--- src/rtl/idct_dot_acc_if.sv ---
// Stream interface between the IDCT multiplier wrapper, the dot-product
// accumulator and its downstream consumer.
//   P / p_valid / p_ready       : signed product stream into the accumulator
//   d_out / d_valid / d_ready   : rounded, saturated term stream out of it
// The master modport is the environment (product source plus term sink);
// the slave modport is the accumulator.
interface idct_dot_acc_if #(
  parameter int unsigned P_BITWIDTH   = 32,
  parameter int unsigned OUT_BITWIDTH = 16
);
  logic signed [P_BITWIDTH-1:0]   P;
  logic                           p_valid;
  logic                           p_ready;
  logic signed [OUT_BITWIDTH-1:0] d_out;
  logic                           d_valid;
  logic                           d_ready;

  modport master (
    output P,
    output p_valid,
    output d_ready,
    input  p_ready,
    input  d_out,
    input  d_valid
  );

  modport slave (
    input  P,
    input  p_valid,
    input  d_ready,
    output p_ready,
    output d_out,
    output d_valid
  );
endinterface

--- src/rtl/idct_dot_acc.sv ---
// IDCT dot-product accumulator.
// Sums N_TAPS signed products into one term, rounds (half up), arithmetically
// shifts right by SHIFT, saturates to OUT_BITWIDTH and offers the term on a
// valid/ready output. A held, unconsumed term back-pressures the product
// source. Terms are counted modulo 64 so the end of an 8x8 block is flagged.
// Ports:
//   clk        : clock, all state on posedge
//   rstP       : synchronous active-high reset
//   bus        : product input stream and term output stream (slave side)
//   tap_cnt    : products accumulated in the current term
//   out_idx    : index of the term currently / next offered (0..63)
//   block_done : one-cycle pulse after term 63 is consumed
//   sat_flag   : sticky saturation indicator
//   clr_sat    : clears sat_flag (a same-cycle saturation wins)
module idct_dot_acc #(
  parameter int unsigned P_BITWIDTH   = 32,
  parameter int unsigned N_TAPS       = 8,
  parameter int unsigned ACC_BITWIDTH = 35,
  parameter int unsigned SHIFT        = 8,
  parameter int unsigned OUT_BITWIDTH = 16
) (
  input  logic                       clk,
  input  logic                       rstP,
  idct_dot_acc_if.slave              bus,
  output logic [$clog2(N_TAPS)-1:0]  tap_cnt,
  output logic [5:0]                 out_idx,
  output logic                       block_done,
  output logic                       sat_flag,
  input  logic                       clr_sat
);

  localparam int unsigned TapBits = $clog2(N_TAPS);
  // One guard bit above the accumulator so the rounding add cannot wrap.
  localparam int unsigned W       = ACC_BITWIDTH + 1;

  localparam logic signed [W-1:0] RoundK = W'(2 ** (SHIFT - 1));
  localparam logic signed [W-1:0] OutMax =
      {{(W - OUT_BITWIDTH + 1){1'b0}}, {(OUT_BITWIDTH - 1){1'b1}}};
  localparam logic signed [W-1:0] OutMin =
      {{(W - OUT_BITWIDTH + 1){1'b1}}, {(OUT_BITWIDTH - 1){1'b0}}};
  localparam logic [TapBits-1:0]  LastTap = TapBits'(N_TAPS - 1);

  typedef enum logic [0:0] {StIdle, StAcc} state_e;

  state_e state_q, state_d;

  logic signed [ACC_BITWIDTH-1:0] acc_q, acc_d;
  logic [TapBits-1:0]             tap_q, tap_d;
  logic signed [OUT_BITWIDTH-1:0] d_out_q, d_out_d;
  logic                           d_valid_q, d_valid_d;
  logic [5:0]                     out_idx_q, out_idx_d;
  logic                           block_done_q, block_done_d;
  logic                           sat_q, sat_d;

  logic                           p_ready;
  logic                           accept;
  logic                           handshake;
  logic                           final_tap;

  logic signed [ACC_BITWIDTH-1:0] p_sext;
  logic signed [W-1:0]            sum;
  logic signed [W-1:0]            rounded;
  logic signed [W-1:0]            r;
  logic                           sat_hi;
  logic                           sat_lo;
  logic signed [OUT_BITWIDTH-1:0] term;

  // Handshake decode
  assign p_ready   = ~d_valid_q | bus.d_ready;
  assign accept    = bus.p_valid & p_ready;
  assign handshake = d_valid_q & bus.d_ready;
  assign final_tap = accept & (state_q == StAcc) & (tap_q == LastTap);

  // Term arithmetic on the final product, in W bits
  assign p_sext  = {{(ACC_BITWIDTH - P_BITWIDTH){bus.P[P_BITWIDTH-1]}}, bus.P};
  assign sum     = {acc_q[ACC_BITWIDTH-1], acc_q} + {p_sext[ACC_BITWIDTH-1], p_sext};
  assign rounded = sum + RoundK;
  assign r       = rounded >>> SHIFT;
  assign sat_hi  = (r > OutMax);
  assign sat_lo  = (r < OutMin);

  always_comb begin
    term = r[OUT_BITWIDTH-1:0];
    if (sat_hi) begin
      term = OutMax[OUT_BITWIDTH-1:0];
    end else if (sat_lo) begin
      term = OutMin[OUT_BITWIDTH-1:0];
    end
  end

  // State register
  always_ff @(posedge clk) begin
    if (rstP) begin
      state_q      <= StIdle;
      acc_q        <= '0;
      tap_q        <= '0;
      d_out_q      <= '0;
      d_valid_q    <= 1'b0;
      out_idx_q    <= '0;
      block_done_q <= 1'b0;
      sat_q        <= 1'b0;
    end else begin
      state_q      <= state_d;
      acc_q        <= acc_d;
      tap_q        <= tap_d;
      d_out_q      <= d_out_d;
      d_valid_q    <= d_valid_d;
      out_idx_q    <= out_idx_d;
      block_done_q <= block_done_d;
      sat_q        <= sat_d;
    end
  end

  // Next-state logic
  always_comb begin
    state_d = state_q;
    unique case (state_q)
      StIdle: if (accept) state_d = StAcc;
      StAcc:  if (final_tap) state_d = StIdle;
      default: state_d = StIdle;
    endcase
  end

  // Datapath and output-register next values
  always_comb begin
    acc_d        = acc_q;
    tap_d        = tap_q;
    d_out_d      = d_out_q;
    d_valid_d    = d_valid_q;
    out_idx_d    = out_idx_q;
    block_done_d = 1'b0;
    sat_d        = sat_q;

    if (accept) begin
      unique case (state_q)
        StIdle: begin
          acc_d = p_sext;
          tap_d = TapBits'(1);
        end
        StAcc: begin
          if (tap_q == LastTap) begin
            tap_d = '0;
          end else begin
            acc_d = acc_q + p_sext;
            tap_d = tap_q + TapBits'(1);
          end
        end
        default: begin
          tap_d = '0;
        end
      endcase
    end

    if (handshake) begin
      d_valid_d    = 1'b0;
      out_idx_d    = out_idx_q + 6'd1;
      block_done_d = (out_idx_q == 6'd63);
    end

    // A new term overrides the handshake clear, giving a bubble-free hand-off.
    if (final_tap) begin
      d_out_d   = term;
      d_valid_d = 1'b1;
    end

    if (final_tap && (sat_hi || sat_lo)) begin
      sat_d = 1'b1;
    end else if (clr_sat) begin
      sat_d = 1'b0;
    end
  end

  assign bus.p_ready  = p_ready;
  assign bus.d_out    = d_out_q;
  assign bus.d_valid  = d_valid_q;
  assign tap_cnt      = tap_q;
  assign out_idx      = out_idx_q;
  assign block_done   = block_done_q;
  assign sat_flag     = sat_q;

endmodule

--- src/flat_wrapper.sv ---
// flat-port wrapper written by rule: the top's interface ports become plain ports
module idct_dot_acc_flat 
#(
  parameter int unsigned P_BITWIDTH   = 32,
  parameter int unsigned N_TAPS       = 8,
  parameter int unsigned ACC_BITWIDTH = 35,
  parameter int unsigned SHIFT        = 8,
  parameter int unsigned OUT_BITWIDTH = 16
)
  (clk, rstP, tap_cnt, out_idx, block_done, sat_flag, clr_sat, bus_P, bus_p_valid, bus_d_ready, bus_p_ready, bus_d_out, bus_d_valid);
  idct_dot_acc_if #(.P_BITWIDTH(P_BITWIDTH), .OUT_BITWIDTH(OUT_BITWIDTH)) bus_i ();
  input  logic clk;
  input  logic rstP;
  output logic [$clog2(N_TAPS)-1:0] tap_cnt;
  output logic [5:0] out_idx;
  output logic block_done;
  output logic sat_flag;
  input  logic clr_sat;
  input wire logic [$bits(bus_i.P)-1:0] bus_P;
  input wire logic [$bits(bus_i.p_valid)-1:0] bus_p_valid;
  input wire logic [$bits(bus_i.d_ready)-1:0] bus_d_ready;
  output wire logic [$bits(bus_i.p_ready)-1:0] bus_p_ready;
  output wire logic [$bits(bus_i.d_out)-1:0] bus_d_out;
  output wire logic [$bits(bus_i.d_valid)-1:0] bus_d_valid;
  assign bus_i.P = bus_P;
  assign bus_i.p_valid = bus_p_valid;
  assign bus_i.d_ready = bus_d_ready;
  assign bus_p_ready = bus_i.p_ready;
  assign bus_d_out = bus_i.d_out;
  assign bus_d_valid = bus_i.d_valid;
  idct_dot_acc #(.P_BITWIDTH(P_BITWIDTH), .N_TAPS(N_TAPS), .ACC_BITWIDTH(ACC_BITWIDTH), .SHIFT(SHIFT), .OUT_BITWIDTH(OUT_BITWIDTH)) u_core (.clk(clk), .rstP(rstP), .bus(bus_i), .tap_cnt(tap_cnt), .out_idx(out_idx), .block_done(block_done), .sat_flag(sat_flag), .clr_sat(clr_sat));
endmodule
--- config.mk ---
export PLATFORM = sky130hd
export DESIGN_NAME = idct_dot_acc_flat
export DESIGN_NICKNAME = d
export VERILOG_FILES = /design/src/rtl/idct_dot_acc_if.sv /design/src/rtl/idct_dot_acc.sv /design/src/flat_wrapper.sv
export SDC_FILE = /design/constraint.sdc
export NUM_CORES = 1
export LEC_CHECK = 0
export CORE_MARGIN = 1
export CORE_UTILIZATION = 52
export DETAILED_ROUTE_END_ITERATION = 10
export GPL_ROUTABILITY_DRIVEN = 0
export GPL_TIMING_DRIVEN = 0
export HOLD_SLACK_MARGIN = 0.15
export PLACE_DENSITY = 0.73
export SLEW_MARGIN = 20
export SYNTH_ARGS = -nofsm -noshare
export SYNTH_HDL_FRONTEND = slang
export SYNTH_SLANG_ARGS = --single-unit
--- constraint.sdc ---
create_clock -name clk -period 11.4 [get_ports clk]
set_clock_uncertainty 0.2 [all_clocks]
set_input_delay 1.71 -clock clk [delete_from_list [all_inputs] [get_ports clk]]
set_output_delay 1.71 -clock clk [all_outputs]
set_load 0.01 [all_outputs]
==> results by group, run 1 <==
Clock tree
  • CTS H-tree depth: 3
  • Resized cells post-CTS: 0
  • Worst skew pair latency: 0.35 ns
  • Clock tree buffer depth: 2
  • CTS tree: built
  • Sink Count: 64
  • CTS Buf Count: 9
  • Clock Tree Root: clkbuf_16
  • Clock transition at path regs: 0.06 ns
  • Post-CTS setup buffers: 0
  • CTS Hold Bufs: 0

STA
  • RSZ-0062 raised after global routing: no
  • Rel. slew slack: 36.4%
  • Part of the cycle the worst path needs: 53.5%
  • Fin Setup TNS: 0 ns
  • Worst slew pin tran: 0.954 ns
  • Final Max Tran Viols: 0
  • Final Hold Viols: 0
  • Max frequency: 164 MHz
  • Setup Viol. Count Final: 0
  • Post-layout min period: 6.10 ns

Floorplan
  • Die footprint: 0.0141 sq mm
  • Core Area: 0.0133 sq mm
  • Site Rows: 42
  • DIE WIDTH: 119 microns
  • Starting Density: 53.3%
  • IO Pins: 66
  • Vert. Die Dim: 119 microns

Yosys
  • Top cells by area, synth: dfxtp_1 (18%), ha_1 (13%), fa_1 (9.0%)
  • Seq cells post-synth: 64
  • Count leader, synth: nor2_1
  • Synth Warn #: 0
  • Synth Area in Compound Gates: 23.8%
  • Sequential area share after synthesis: 18.1%
  • Yosys top cell area share: 18.1%
  • Main synth FF type: dfxtp_1
  • Post-synth top area cell: dfxtp_1
  • Synth Area in XOR/XNOR: 6.79%
  • Synthesized cell area: 0.00709 sq mm
  • Cell count after synthesis: 879
  • Post-synthesis adder-cell area fraction: 21.9%
  • Post-Synth Simple-Gate Area: 19.6%
  • Cell variety after synth: 75
  • Mux share of post-synthesis cell area: 3.97%
  • Main combinational cell family by area after synthesis: compound AO/OA/AOI/OAI gates
  • EDFF count, synth: 0
  • Post-synthesis async set-or-reset flop share: 0%
  • Mean Syn Cell Area: 8.07 sq um
  • Synth top cells by count: nor2_1 (92), inv_1 (78), ha_1 (73)
  • Syn nets: 1021

Power
  • VDD IR max: 0.0780 mV
  • Sequential power share: 26.0%
  • Total power: 946 uW
  • Pwr Density: 114 mW/mm^2
  • Sw power: 357 uW
  • Lkg Pwr: 0.00352 uW
  • Clock share of power: 33.3%
  • Comb power frac: 40.7%
  • Net Sw Frac: 37.7%
  • Int Power: 590 uW

Drt
  • Initial DRT Pass Iterations: 7
  • Average routed wire per standard cell: 17.2 microns
  • DRT antenna net count: 0
  • DR vias: 6671
  • Drt initial violations: 446
  • DR vias/cell: 5.87
  • DRC errors left: 0
  • DRT Wirelength: 19.5 mm

Worst setup path
  • Max stage delay on crit path: 0.57 ns
  • Crit-path most repeated cell: clkbuf_1
  • Crit path DAT: 6.12 ns
  • Reg2Reg Depth: 14
  • Class of the most critical setup path: in2reg
  • Crit start category: input pin
  • CP max FO: 10
  • Critical path data required time: 11.42 ns
  • Crit-path cells: clkdlybuf4s50_1 > ha_1 > fa_1 > clkbuf_1 > and4_1 > nand3_1 > nor4_1 > a21boi_0 > o31ai_1 > a211oi_1 > o2111ai_1 > o41a_1 > nand2b_1 > clkbuf_1 > o2bb2ai_1
  • Slowest-stage cell, CP: a21boi_0
  • Critical Path End Type: flop

Cells and area
  • Fillers: 1201
  • Multi-input logic area: 0.00539 sq mm
  • Layout Cells excl Fill: 1136
  • Final #Nets: 1097
  • Register area: 0.00128 sq mm
  • Post-route cell area: 0.00829 sq mm
  • Layout cells sized above 1: 3.44%
  • Area Growth Syn to Fin: 17.0%
  • Antenna fix cells: 0

Place
  • Port Buf Inserts: 65
  • Dpl cells: 1120
  • HPWL Detailed: 15.3 mm
  • Placed Area: 0.00796 sq mm

Hold path
  • Min-Delay Path Class: reg2reg
  • Worst hold path depth: 2

Global route
  • Gr ovfl total: 0
  • Wire length of the first global-routing pass: 32.4 mm
  • Vias in the first global route: 6452
  • Pin count of the biggest net entering global routing: 13
  • Gr usage total: 29.0%
  • Initial antenna violation count: 0

Run status
  • Status: completed

Flow run
  • Max-cap violations: 0
## sequential cells by signal, indices dropped and copies added, names as in the netlist
name and count:
u_core.acc_q 35, u_core.bus.d_out 16, u_core.out_idx 6, u_core.tap_cnt 3
u_core.block_done 1, u_core.bus.d_valid 1, u_core.sat_flag 1, u_core.state_q 1
## power by group through the flow
stage	sequential (uW)	combinational (uW)	clock [uW]
after CTS	245	380	319
final	246	386	315
after global placement	250	373	0
after global routing	247	426	328
after detailed placement	250	377	0
after floorplan	248	282	0
## final timing paths
| check | startpoint | endpoint | slack (ns) |
|---|---|---|---|
| max reg2reg | u_core.acc_q[25] | u_core.bus.d_out[9] | 6.85 |
| min reg2reg | u_core.out_idx[5] | u_core.block_done | 0.27 |
| min | u_core.out_idx[5] | u_core.block_done | 0.27 |
| max | bus_P[25] | u_core.bus.d_out[9] | 5.30 |
## critical path: cells and delay by family
kind                       cells  cell delay, ns
and+or+nand+nor                4            0.79
adders and majority gates      2            0.77
buffers and inverters          3            1.08
AOI/OAI and AO/OA              6            1.75
## through the flow
step / setup WS (ns) / utilization (%) / hold slack (ns)
finish: 5.30 / 62.4 / 0.268
global placement: 4.99 / 59.9 / 0.255
CTS: 5.37 / 62.4 / 0.267
floorplan: 6.18 / - / 0.249
detailed placement: 5.02 / 59.9 / 0.255
global route: 4.99 / 62.4 / 0.289
## metal layers
metal	global-route usage (%)	wire length, microns	up-vias
met4	13.3	648	0
li1	-	-	3299
met2	45.7	8680	206
met5	0	0	-
met1	38.2	9080	3119
met3	5.74	1090	47
## cell families after synthesis
| group | count (synthesis) |
|---|---|
| AOI/OAI and AO/OA | 229 |
| xor gates and xnor gates | 55 |
| adders and majority gates | 105 |
| buffers and inverters | 111 |
| DFF | 64 |
| muxes | 28 |
| and+or+nand+nor | 287 |
## cell usage in the layout, fill, tap and decap left out, types with 23 or more instances in the layout
cell type	count
ha_1	73
xnor2_1	29
nand2_1	71
a21oi_1	43
nor2_1	92
xor2_1	26
inv_1	78
o21ai_0	32
a211oi_1	37
clkbuf_1	23
clkdlybuf4s50_1	65
fa_1	32
dfxtp_1	64
mux2i_1	27
## final cells by class
type | count | share of cell area (%)
plain buffers | 33 | 1.51
repair buffers | 65 | 7.84
well taps | 176 | 2.65
clock buffers | 10 | 2.88
clock inverters | 6 | 1.12
inverters | 78 | 3.53
flip-flops and latches | 64 | 15.4
multi-input cells | 704 | 65.0
Note: power is estimated with default switching activity, not from simulation.
==> run 2: changes to the inputs <==
==> constraint.sdc (replaced) <==
create_clock -name clk -period 5.85 [get_ports clk]
set_clock_uncertainty 0.2 [all_clocks]
set_input_delay 0.8775 -clock clk [delete_from_list [all_inputs] [get_ports clk]]
set_output_delay 0.8775 -clock clk [all_outputs]
set_load 0.01 [all_outputs]
==> results of run 2 <==
The final DEF is identical to that of run 1. Status: completed.
Main changes from that run: setup slack after placement 5.02 ns -> 0.307 ns; setup slack after layout 5.30 ns -> 0.582 ns; register-to-register setup slack 6.85 ns -> 1.30 ns; total power 946 uW -> 1840 uW; worst IR drop on VDD 0.0780 mV -> 0.152 mV
==> RTL change (settings of run 1) <==
`N_TAPS` is set to 8 in 2 places; all go to 32.
--- a/src/rtl/idct_dot_acc.sv
+++ b/src/rtl/idct_dot_acc.sv
@@ -15,5 +15,5 @@
 module idct_dot_acc #(
   parameter int unsigned P_BITWIDTH   = 32,
-  parameter int unsigned N_TAPS       = 8,
+  parameter int unsigned N_TAPS       = 32,
   parameter int unsigned ACC_BITWIDTH = 35,
   parameter int unsigned SHIFT        = 8,
--- a/src/flat_wrapper.sv
+++ b/src/flat_wrapper.sv
@@ -3,5 +3,5 @@
 #(
   parameter int unsigned P_BITWIDTH   = 32,
-  parameter int unsigned N_TAPS       = 8,
+  parameter int unsigned N_TAPS       = 32,
   parameter int unsigned ACC_BITWIDTH = 35,
   parameter int unsigned SHIFT        = 8,
Interface: changed (resized tap_cnt); port bits go from 66 to 68. The function was not compared with the original's and may differ.
==> RTL change against run 1 <==
Register-to-register slack lost 0.47 ns. Global-route usage shrank 2.8 points. Critical endpoint is now u_core.bus.d_out[10]$_SDFFE_PP0P_. Setup slack lost 0.45 ns. Critical path depth grew 1. Sequential cell count grew 2. Sequential power grew 2%. Total power shrank 1.2%. Synthesized area shrank 2.0%. Wire length shrank 8.4%. Cell area shrank 1.6%. Non-clock buffer count shrank 3.
==> RTL change: results (changes against run 1) <==
Detailed routing:
- The routed wire length on met2 came to 7.782 mm (-10%).
- The number of violations reported at the end of detailed-routing iteration 0 is 517 (+16%).
- The met1 layer wirelength in the final routing was 8.619 mm (-5.0%).
- The first-pass iteration count of the detailed router was 6 (-1).
- The wire length on met3 is 1.187 mm (+8.6%).

Global routing:
- The maximum number of pins on one net before global-route repair was 14 (+1).
- The global routing met1 resource utilization is 37.16% (-1.1 points).
- The total track usage is 26.24% (-2.8 points).
- The number of global-route vias before repair is 5730 (-11%).
- The global-route wire length before repair is 28.96 mm (-11%).
- The met3 routing resource usage after global routing is 5.766% (+0.022 points).
- The met2 capacity usage during global routing is 39.78% (-5.9 points).

Logic synthesis:
- The post-synthesis xor/xnor area fraction is 6.803% (+0.011 points).
- The mux share of post-synthesis cell area was 3.906% (-0.064 points).
- The number of nets produced by synthesis is 986 (-3.4%).
- The post-synthesis sequential area ratio is 19.01% (+0.94 points).
- The compound-cell area share of the yosys netlist was 23.94% (+0.16 points).
- The share of synthesized cell area in full adder, half adder and majority cells came to 22.35% (+0.44 points).
- By area the synthesized netlist is led by sky130_fd_sc_hd__dfxtp_1 (19%), sky130_fd_sc_hd__ha_1 (13%), sky130_fd_sc_hd__fa_1 (9.2%).

Setup path:
- The delay of the slowest cell on the worst path is 0.70 ns (+0.13 ns).
- The slowest cell on the critical path is sky130_fd_sc_hd__a2111oi_2.

Layout:
- The final-layout fill cell count is 1114 (-7.2%).
- The share of layout cells above drive strength 1 was 5.502% (+2.1 points).

STA:
- The slew of the pin with the lowest slew margin came to 0.8631 ns (-0.09131 ns).

Outcome:
- The run finished with clean final reports.

Placement:
- The detailed placer's ending HPWL was 14.29 mm (-6.8%).

Power and ir drop:
- The cell leakage power is 0.003332 µW (-5.4%).
## RTL change: cell families after synthesis
logic type,Yosys count
multiplexers,27
adder cells (fa/ha/maj),105
XOR/XNOR,54
buffers and inverters,113
AO/OA/AOI/OAI,228
flip-flops,66
AND/OR/NAND/NOR,251
## RTL change: stage by stage
step	power, µW	worst slack, ns	instances	utilization (%)	hold WS [ns]
3_3_place_gp	619.2	4.562	1083	61.11	0.2472
4_1_cts	937.3	4.871	1099	63.66	0.2580
3_5_place_dp	622.0	4.512	1083	61.11	0.2497
2_1_floorplan	533.4	5.570	844	-	0.2356
5_1_grt	992.5	4.408	1099	63.66	0.2949
6_report	935.4	4.846	1099	63.66	0.2594
## RTL change: where the power goes
group / switching, µW / internal (µW)
clock network: 119 / 193
registers: 9.71 / 242
logic: 218 / 153
total: 347 / 588
## RTL change: final timing paths
check | start | end | slack [ns]
max | bus_P[1] | u_core.bus.d_out[10]$_SDFFE_PP0P_ | 4.85
max reg2reg | u_core.acc_q[1]$_SDFFE_PP0P_ | u_core.bus.d_out[10]$_SDFFE_PP0P_ | 6.38
min | u_core.acc_q[8]$_SDFFE_PP0P_ | u_core.acc_q[8]$_SDFFE_PP0P_ | 0.26
min reg2reg | u_core.acc_q[8]$_SDFFE_PP0P_ | u_core.acc_q[8]$_SDFFE_PP0P_ | 0.26
## RTL change: final cells by class
class	count	share of cell area, %
Multi-Input combinational cell	665	63.66
Sequential cell	66	16.18
Timing Repair Buffer	67	8.215
Inverter	85	3.908
Clock buffer	9	2.759
Tap cell	172	2.636
Buffer	28	1.395
Clock inverter	7	1.241
